===== config.mk =====
export PLATFORM = sky130hd
export DESIGN_NAME = id_stage_p
export DESIGN_NICKNAME = d
export VERILOG_FILES = /design/src/rtl/id_stage_p.sv
export SDC_FILE = /design/constraint.sdc
export NUM_CORES = 2
export LEC_CHECK = 0
export ABC_AREA = 1
export CELL_PAD_IN_SITES_DETAIL_PLACEMENT = 0
export CELL_PAD_IN_SITES_GLOBAL_PLACEMENT = 1
export CORE_UTILIZATION = 26
export CTS_BUF_LIST = sky130_fd_sc_hd__clkbuf_2
export DETAILED_ROUTE_END_ITERATION = 6
export GPL_ROUTABILITY_DRIVEN = 0
export HOLD_SLACK_MARGIN = 0.08
export PLACE_DENSITY = 0.6
export SETUP_SLACK_MARGIN = 0.05
export SYNTH_ARGS = -nofsm -noshare
export SYNTH_HDL_FRONTEND = slang
export SYNTH_SLANG_ARGS = --single-unit

===== constraint.sdc =====
create_clock -name clk -period 2.67 [get_ports clk]
set_input_delay 0.267 -clock clk [delete_from_list [all_inputs] [get_ports clk]]
set_output_delay 0.267 -clock clk [all_outputs]
set_load 0.05 [all_outputs]

===== src/rtl/id_stage_p.sv =====
// MIPS instruction-decode stage: register file with write-back bypass, full decode
// of add/sub/slt/lw/sw/beq/j, valid/ready handshake, flush and load-use stall.
module id_stage_p #(
    parameter int DW     = 32,
    parameter int AW     = 5,
    parameter int PC_INC = 4
) (
    input  logic          clk,
    input  logic          rst,
    input  logic          in_valid,
    output logic          in_ready,
    input  logic [31:0]   IR,
    input  logic [DW-1:0] PC,
    input  logic          flush,
    input  logic          wb_en,
    input  logic [AW-1:0] wb_rd,
    input  logic [DW-1:0] wb_data,
    input  logic          ex_ready,
    output logic          out_valid,
    output logic [DW-1:0] A,
    output logic [DW-1:0] B,
    output logic [DW-1:0] IMM,
    output logic [AW-1:0] RD,
    output logic [2:0]    ALUctr,
    output logic          reg_wr,
    output logic          mem_rd,
    output logic          mem_wr,
    output logic          branch,
    output logic          jump,
    output logic [DW-1:0] target,
    output logic          illegal
);

    localparam int NREG = 2 ** AW;

    localparam logic [5:0] OP_RTYPE = 6'd0;
    localparam logic [5:0] OP_J     = 6'd2;
    localparam logic [5:0] OP_BEQ   = 6'd4;
    localparam logic [5:0] OP_LW    = 6'd35;
    localparam logic [5:0] OP_SW    = 6'd43;
    localparam logic [5:0] FN_ADD   = 6'd32;
    localparam logic [5:0] FN_SUB   = 6'd34;
    localparam logic [5:0] FN_SLT   = 6'd42;

    typedef enum logic [2:0] {
        ALU_ADD  = 3'd0,
        ALU_SUB  = 3'd1,
        ALU_SLT  = 3'd2,
        ALU_NONE = 3'd7
    } alu_e;

    logic [DW-1:0] regs [NREG];

    logic [5:0]    opcode;
    logic [5:0]    funct;
    logic [AW-1:0] rs;
    logic [AW-1:0] rt;
    logic [DW-1:0] rs_val;
    logic [DW-1:0] rt_val;
    logic [DW-1:0] imm_ext;
    logic [DW-1:0] pc_inc;
    logic [DW-1:0] br_target;
    logic [DW-1:0] j_target;
    logic          unused_shamt;

    assign opcode       = IR[31:26];
    assign funct        = IR[5:0];
    assign rs           = AW'(IR[25:21]);
    assign rt           = AW'(IR[20:16]);
    assign unused_shamt = ^IR[10:6];

    // NOTE: the register file is a real reset target here, so every entry is cleared;
    // large memories normally stay unreset and are initialised by software instead.
    always_ff @(posedge clk) begin
        if (rst) begin
            for (int i = 0; i < NREG; i++) regs[i] <= '0;
        end else if (wb_en && wb_rd != '0) begin
            regs[wb_rd] <= wb_data;
        end
    end

    // Write-first bypass: a same-cycle write-back is visible to the reading instruction.
    assign rs_val = (rs == '0) ? '0 : (wb_en && wb_rd == rs) ? wb_data : regs[rs];
    assign rt_val = (rt == '0) ? '0 : (wb_en && wb_rd == rt) ? wb_data : regs[rt];

    assign imm_ext   = {{(DW-16){IR[15]}}, IR[15:0]};
    assign pc_inc    = PC + DW'(PC_INC);
    assign br_target = pc_inc + {imm_ext[DW-3:0], 2'b00};
    assign j_target  = {pc_inc[DW-1:28], IR[25:0], 2'b00};

    alu_e          d_alu;
    logic [AW-1:0] d_rd;
    logic          d_reg_wr;
    logic          d_mem_rd;
    logic          d_mem_wr;
    logic          d_branch;
    logic          d_jump;
    logic          d_illegal;
    logic [DW-1:0] d_target;
    logic          uses_rt;

    // NOTE: every always_comb output gets a default first so no path can infer a latch.
    always_comb begin
        d_alu     = ALU_NONE;
        d_rd      = '0;
        d_reg_wr  = 1'b0;
        d_mem_rd  = 1'b0;
        d_mem_wr  = 1'b0;
        d_branch  = 1'b0;
        d_jump    = 1'b0;
        d_illegal = 1'b0;
        d_target  = '0;
        uses_rt   = 1'b0;
        case (opcode)
            OP_RTYPE: begin
                uses_rt = 1'b1;
                case (funct)
                    FN_ADD: begin d_rd = AW'(IR[15:11]); d_reg_wr = 1'b1; d_alu = ALU_ADD; end
                    FN_SUB: begin d_rd = AW'(IR[15:11]); d_reg_wr = 1'b1; d_alu = ALU_SUB; end
                    FN_SLT: begin d_rd = AW'(IR[15:11]); d_reg_wr = 1'b1; d_alu = ALU_SLT; end
                    default: d_illegal = 1'b1;
                endcase
            end
            OP_LW: begin
                d_rd     = rt;
                d_reg_wr = 1'b1;
                d_mem_rd = 1'b1;
                d_alu    = ALU_ADD;
            end
            OP_SW: begin
                uses_rt  = 1'b1;
                d_mem_wr = 1'b1;
                d_alu    = ALU_ADD;
            end
            OP_BEQ: begin
                uses_rt  = 1'b1;
                d_branch = 1'b1;
                d_alu    = ALU_SUB;
                d_target = br_target;
            end
            OP_J: begin
                d_jump   = 1'b1;
                d_target = j_target;
            end
            default: d_illegal = 1'b1;
        endcase
    end

    logic stall;

    // A load in ID/EX whose result the incoming instruction needs forces one bubble.
    assign stall = in_valid && out_valid && mem_rd && RD != '0 &&
                   (RD == rs || (uses_rt && RD == rt));
    assign in_ready = !stall && (!out_valid || ex_ready);

    // NOTE: sequential state uses non-blocking assignments so every register samples
    // pre-edge values regardless of block ordering.
    always_ff @(posedge clk) begin
        if (rst) begin
            out_valid <= 1'b0;
            A         <= '0;
            B         <= '0;
            IMM       <= '0;
            RD        <= '0;
            ALUctr    <= '0;
            reg_wr    <= 1'b0;
            mem_rd    <= 1'b0;
            mem_wr    <= 1'b0;
            branch    <= 1'b0;
            jump      <= 1'b0;
            target    <= '0;
            illegal   <= 1'b0;
        end else if (flush) begin
            out_valid <= 1'b0;
        end else if (!out_valid || ex_ready) begin
            if (stall) begin
                out_valid <= 1'b0;
                reg_wr    <= 1'b0;
                mem_rd    <= 1'b0;
                mem_wr    <= 1'b0;
                branch    <= 1'b0;
                jump      <= 1'b0;
                illegal   <= 1'b0;
            end else if (in_valid) begin
                out_valid <= 1'b1;
                A         <= rs_val;
                B         <= rt_val;
                IMM       <= imm_ext;
                RD        <= d_rd;
                ALUctr    <= d_alu;
                reg_wr    <= d_reg_wr;
                mem_rd    <= d_mem_rd;
                mem_wr    <= d_mem_wr;
                branch    <= d_branch;
                jump      <= d_jump;
                target    <= d_target;
                illegal   <= d_illegal;
            end else begin
                out_valid <= 1'b0;
            end
        end
    end

endmodule

# Word level (Yosys, flattened, before mapping)
# Memory sizes are Yosys's and may differ from the RTL's.
# Cells that the tools add are included.
[word_totals]
ff_bits = 127
latchBits = 0
ramBits = 1024
mem_bits_ro = 0
inputBits = 107
out_inout_bits = 144
word_cells = 96
mem_count = 1
[op_classes]
add_sub_neg = 2
multipliers = 0
n_div = 0
n_lt_le_gt_ge = 0
n_eq_ne = 11
shift = 0
n_mux = 40
bitwise = 2
n_reduce_logical = 27
[memory_table]
columns = ["memory", "words", "width", "read_ports", "rd_clocked_by_memory_dff", "write_ports", "line_no", "text"]
rows = [
  ["regs", 32, 32, 2, 0, 32, "52", "logic [DW-1:0] regs [NREG];"],
]
[ops]
columns = ["cell", "count"]
rows = [
  ["$mux 32", 5],
  ["$pmux 32 s2", 1],
  ["$add 32x3->32 const B", 1],
  ["$add 32x32->32", 1],
  ["$reduce_or 32->1", 1],
  ["$eq 6x6->1 const B", 5],
  ["$mux 1", 27],
  ["$eq 5x5->1", 4],
  ["$pmux 3 s3", 2],
  ["$logic_not 5->1", 2],
  ["$mux 5", 2],
  ["$pmux 5 s2", 1],
  ["$reduce_bool 5->1", 2],
  ["$logic_and 1x1->1", 9],
  ["$eq 6x2->1 const B", 1],
  ["$eq 6x3->1 const B", 1],
  ["$logic_not 6->1", 1],
  ["$reduce_or 3->1", 2],
  ["$pmux 1 s2", 2],
  ["$reduce_and 4->1", 1],
  ["$reduce_or 2->1", 2],
  ["$reduce_or 4->1", 1],
  ["$reduce_and 3->1", 1],
  ["$logic_not 1->1", 2],
  ["other kinds (3)", 5],
]

# Depth between registers and ports, before layout
[depth]
depth_word = 8
ltp_mapped = 24
ltp_nobuf = 24

# Least setup slack after synthesis
# Ideal clock, no wire load.
[synth_path]
path_type = "input -> register"
startpoint = "in PC[2]"
endpoint = "reg target[31]"
setup_ns = 0.118
t_arrival_ns = 2.614
t_required_ns = 2.552
path_slack_ns = -0.061
stages = 20
n_path_buf = 0
path_cell_list = "inv_1 nor2_2 nand2_1 nor2_2 nand3_1 nor3_1 nand3_1 nor2_1 xor2_1 inv_1 ha_1 nand2_1 nor2_1 nand2_1 nor4_1 nand2_1 nand2_1 nand2_1 nand3_1 a21oi_1"
[synth_between]
elab_chain_len = 3
[synth_rtl]
columns = ["item", "line_no", "text"]
rows = [
  ["start: declaration", "13", "input logic [DW-1:0] PC,"],
  ["$add 32x3->32 (*)", "87", "assign pc_inc = PC + DW'(PC_INC);"],
  ["$add 32x32->32", "88", "assign br_target = pc_inc + {imm_ext[DW-3:0], 2'b00};"],
  ["$pmux 32 s2 (*)", "114", "case (opcode)"],
  ["end signal: assignment", "196", "target <= d_target;"],
  ["end: declaration", "30", "output logic [DW-1:0] target,"],
]
# Mark *: on every way between the ends. The rest lies on a longest branch, timed or not.
# A chain may end at the register's enable or synchronous reset.

# Final worst setup path
[layout_path]
startpoint = "reg RD[1]"
endpoint = "out in_ready"
[layout_between]
elab_chain_len = 6
elab_cells_between_ends = 9
classes_between = "eq/ne: 2; reduce/logical: 7"
[layout_rtl]
columns = ["item", "line_no", "text"]
rows = [
  ["start: declaration", "23", "output logic [AW-1:0] RD,"],
  ["start signal: assignment", "189", "RD <= d_rd;"],
  ["$eq 5x5->1", "153", "(RD == rs || (uses_rt && RD == rt));"],
  ["$logic_and 1x1->1", "153", ""],
  ["$logic_or 1x1->1", "153", ""],
  ["$logic_and 1x1->1 (*)", "152", "assign stall = in_valid && out_valid && mem_rd && RD != '0 &&"],
  ["$logic_not 1->1 (*)", "154", "assign in_ready = !stall && (!out_valid || ex_ready);"],
  ["$logic_and 1x1->1 (*)", "154", ""],
  ["end: declaration", "11", "output logic in_ready,"],
]
# Marked as above.

==> impl_results.md <==
* Status: complete, but fails checks
* Failing checks: DRC, setup timing
* Avg Cell Area, Syn at 7.824 um^2
* Final ANT Viol Nets at 0
* RSZ-0062 raised after global routing: true
* Starting density of the core at 0.2626
* Congestion Overflow GR at 0
* Yosys Warn Count at 0
* First-pass GRT wire length at 463700 um
* CTS tree: built
* Initial antenna violation count at 18
* Fmax at 305.3 MHz
* Vias in the first global route at 63380
* Yosys reg bits at 1151
* Total die area at 251300 um^2
* Final WL at 331400 um
* Non-Filler Instances at 12960
* Final setup vio count at 141
* Gate Count Post-Synth at 8284
* Worst endpoint required time at 2400 ps
* Avg Vias per Cell at 5.190
* Crit start category: flip-flop
* Routed WL per cell at 25.57 um
* Critical path arrival at 3010 ps
* Clock sinks at 1151
* Static leakage at 35.70 nW
* Dpl hpwl at 214800 um
* Post-route cell area at 85680 um^2
* Clk Latency, worst-skew pair at 1980 ps
* EDFF count, synth at 1024
* Std cell rows at 182
* Port bufs at 250
* Post-layout min period at 3276 ps
* Detailed Routing Iterations Pass 1 at 7
* Hold Path Class: primary input to flip-flop
* WS Path Type: flip-flop to output port
* Final setup margin at -606.0 ps
* Critical path endpoint category: output port
* Crit share post-route at 1.227
* Top FF cell, synth: edfxtp_1
* Final Hold Fails at 0
* Die height at 501.3 um
* CTS HTree Levels at 5
* Clock Skews at 216.4 ps
* Commonest cells after routing, fill and taps aside: nand2_1 (1930), nor2_1 (1682), edfxtp_1 (1024)
* Reg clk slew, reported paths at 90 ps
* Area added between synthesis and finish at 32.20%
* Drt initial violations at 8714
* DRC viols at 4
* Largest net degree at the start of global routing at 128
* Placed inst area at 76390 um^2
* Max Cap Violations at 0
* Die Width at 501.3 um
* Netlist Area Pre-Place at 64810 um^2
* Hold wc startpoint: PC[10]
* Synth cell types at 44
* Routed vias at 67250
* PD cells at 518.3 nW/um^2
* CTS Buf Count at 350
* Placed Cells at 11900
* GRT Total Usage at 0.2559
* Share of layout cells above drive strength 1 at 0.1845
* Max VDD drop at 0.4034 mV
* Max-slew violations at 0
* Setup TNS at -17570 ps
* Post-synthesis async set-or-reset flop share at 0
* CTS Root Cell: clkbuf_2
* RR Startpoint: RD[1]$_SDFFE_PP0P_
* Clk buf depth at 4
* Critical path peak fanout at 5
* Relative slew margins at 0.1182
* Boundary Pins at 251
* Crit path from: RD[1]$_SDFFE_PP0P_
* Post-synthesis sequential area ratio at 0.5137
* Worst-margin pin slew at 1323 ps
* Net count, final at 9559
* Core Box Area at 246800 um^2
* Commonest non-fill, non-tap cell in the layout: nand2_1
cell usage after synthesis (7+ instances only):
| master | n | share of area |
|---|---|---|
| clkbuf_1 | 253 | 0.015 |
| ha_1 | 35 | 0.0068 |
| buf_1 | 58 | 0.0034 |
| o211ai_1 | 229 | 0.027 |
| nor3_1 | 21 | 0.0016 |
| a21oi_1 | 503 | 0.039 |
| nor2_1 | 1697 | 0.098 |
| buf_6 | 13 | 0.0023 |
| dfxtp_1 | 127 | 0.039 |
| nand4_1 | 42 | 0.0041 |
| o21ai_1 | 43 | 0.0033 |
| o21ai_0 | 444 | 0.034 |
| buf_4 | 75 | 0.0087 |
| nand2_1 | 2010 | 0.12 |
| o21bai_1 | 7 | 0.00081 |
| xor2_1 | 19 | 0.0026 |
| or2_2 | 13 | 0.0013 |
| edfxtp_1 | 1024 | 0.47 |
| inv_2 | 8 | 0.00046 |
| nand3b_1 | 8 | 0.00093 |
| inv_1 | 453 | 0.026 |
| buf_2 | 287 | 0.022 |
| xnor2_1 | 12 | 0.0016 |
| nand3_1 | 864 | 0.067 |
per-layer routing:
metal	vias to the layer above	global-route usage	share of wire
met2	4038	0.3964	0.44
met4	8	0.09129	0.038
met5	-	0	0.00016
met1	32560	0.3451	0.41
li1	29920	-	-
met3	723	0.06084	0.11
cell type report:
| class | count | area (um^2) |
|---|---|---|
| antenna | 5 | 12.51 |
| clock buffer | 489 | 2447 |
| clock inverter | 88 | 446.7 |
| fill | 25810 | 161200 |
| inverter | 465 | 1785 |
| multi-input combinational | 6012 | 27100 |
| sequential | 1151 | 33530 |
| tap | 3312 | 4144 |
| timing repair buffer | 1436 | 16210 |
cell families (layout without fill, tap and decap cells):
| logic type | Yosys count | count (layout) | share of synthesized area |
|---|---|---|---|
| simple gates | 4674 | 4674 | 0.2915 |
| xor+xnor | 31 | 31 | 0.004189 |
| buf+inv | 1152 | 2478 | 0.07832 |
| flops | 1151 | 1151 | 0.5137 |
| compound gates | 1239 | 1239 | 0.1052 |
| fa+ha+maj | 36 | 36 | 0.007066 |
| other cells | 1 | 37 | 0.00005786 |
registers in the layout (all words and copies together) (netlist names):
register and count:
mem_rd 1, RD 5, ALUctr 3, mem_wr 1, B 32, out_valid 1
reg_wr 1, IMM 16, branch 1, A 32, jump 1, regs 1024
target 32, illegal 1
stage by stage:
step | hold slack (ps) | power, mW | setup slack, ps | util
2_1_floorplan | 343.8 | 25.53 | 60.54 | -
3_3_place_gp | 453.9 | 29.79 | -860.8 | 0.3095
3_5_place_dp | 454.7 | 29.81 | -889.1 | 0.3095
4_1_cts | 80.03 | 44.35 | -860.4 | 0.3441
5_1_grt | 68.39 | 46.22 | -868.9 | 0.3471
6_report | 93.24 | 44.41 | -606.0 | 0.3471
path summary, 6_finish.rpt:
path	to	slack (ps)	cells past startpoint
setup / recovery	in_ready	-610	11
hold / removal	target[28]$_SDFFE_PP0P_	90	12
setup reg to reg	target[21]$_SDFFE_PP0P_	-430	16
hold reg to reg	B[25]$_SDFFE_PP0P_	480	2
report_power, final:
| group | leakage, nW | total [mW] | internal, mW | switching (mW) |
|---|---|---|---|---|
| logic | 22.6 | 9.65 | 3.44 | 6.21 |
| clock network | 2.24 | 13.7 | 5.25 | 8.44 |
| registers | 10.8 | 21.1 | 20.5 | 0.540 |
repair_timing:
item / 4_1_cts / 5_1_grt
gates resized for setup: 1326 / 111
hold endpoints to repair: 2143 / 105
setup buffers: 30 / 48
cloned: 1 / 3
hold buffers: 404 / 29
pin swaps: 3 / 37
setup endpoints to repair: 144 / 678
worst max-delay path: stages, from the launching register on:
cell and delay, ps:
dfxtp_4 380, inv_4 70, nand2_2 50, nand2_2 70, nand2_2 60, nor2_2 90, nand3_1 90, nand2_2 80
nand2_4 60, nand2_4 110, inv_4 40, buf_12 140
Power figures use the tool's default switching activity.
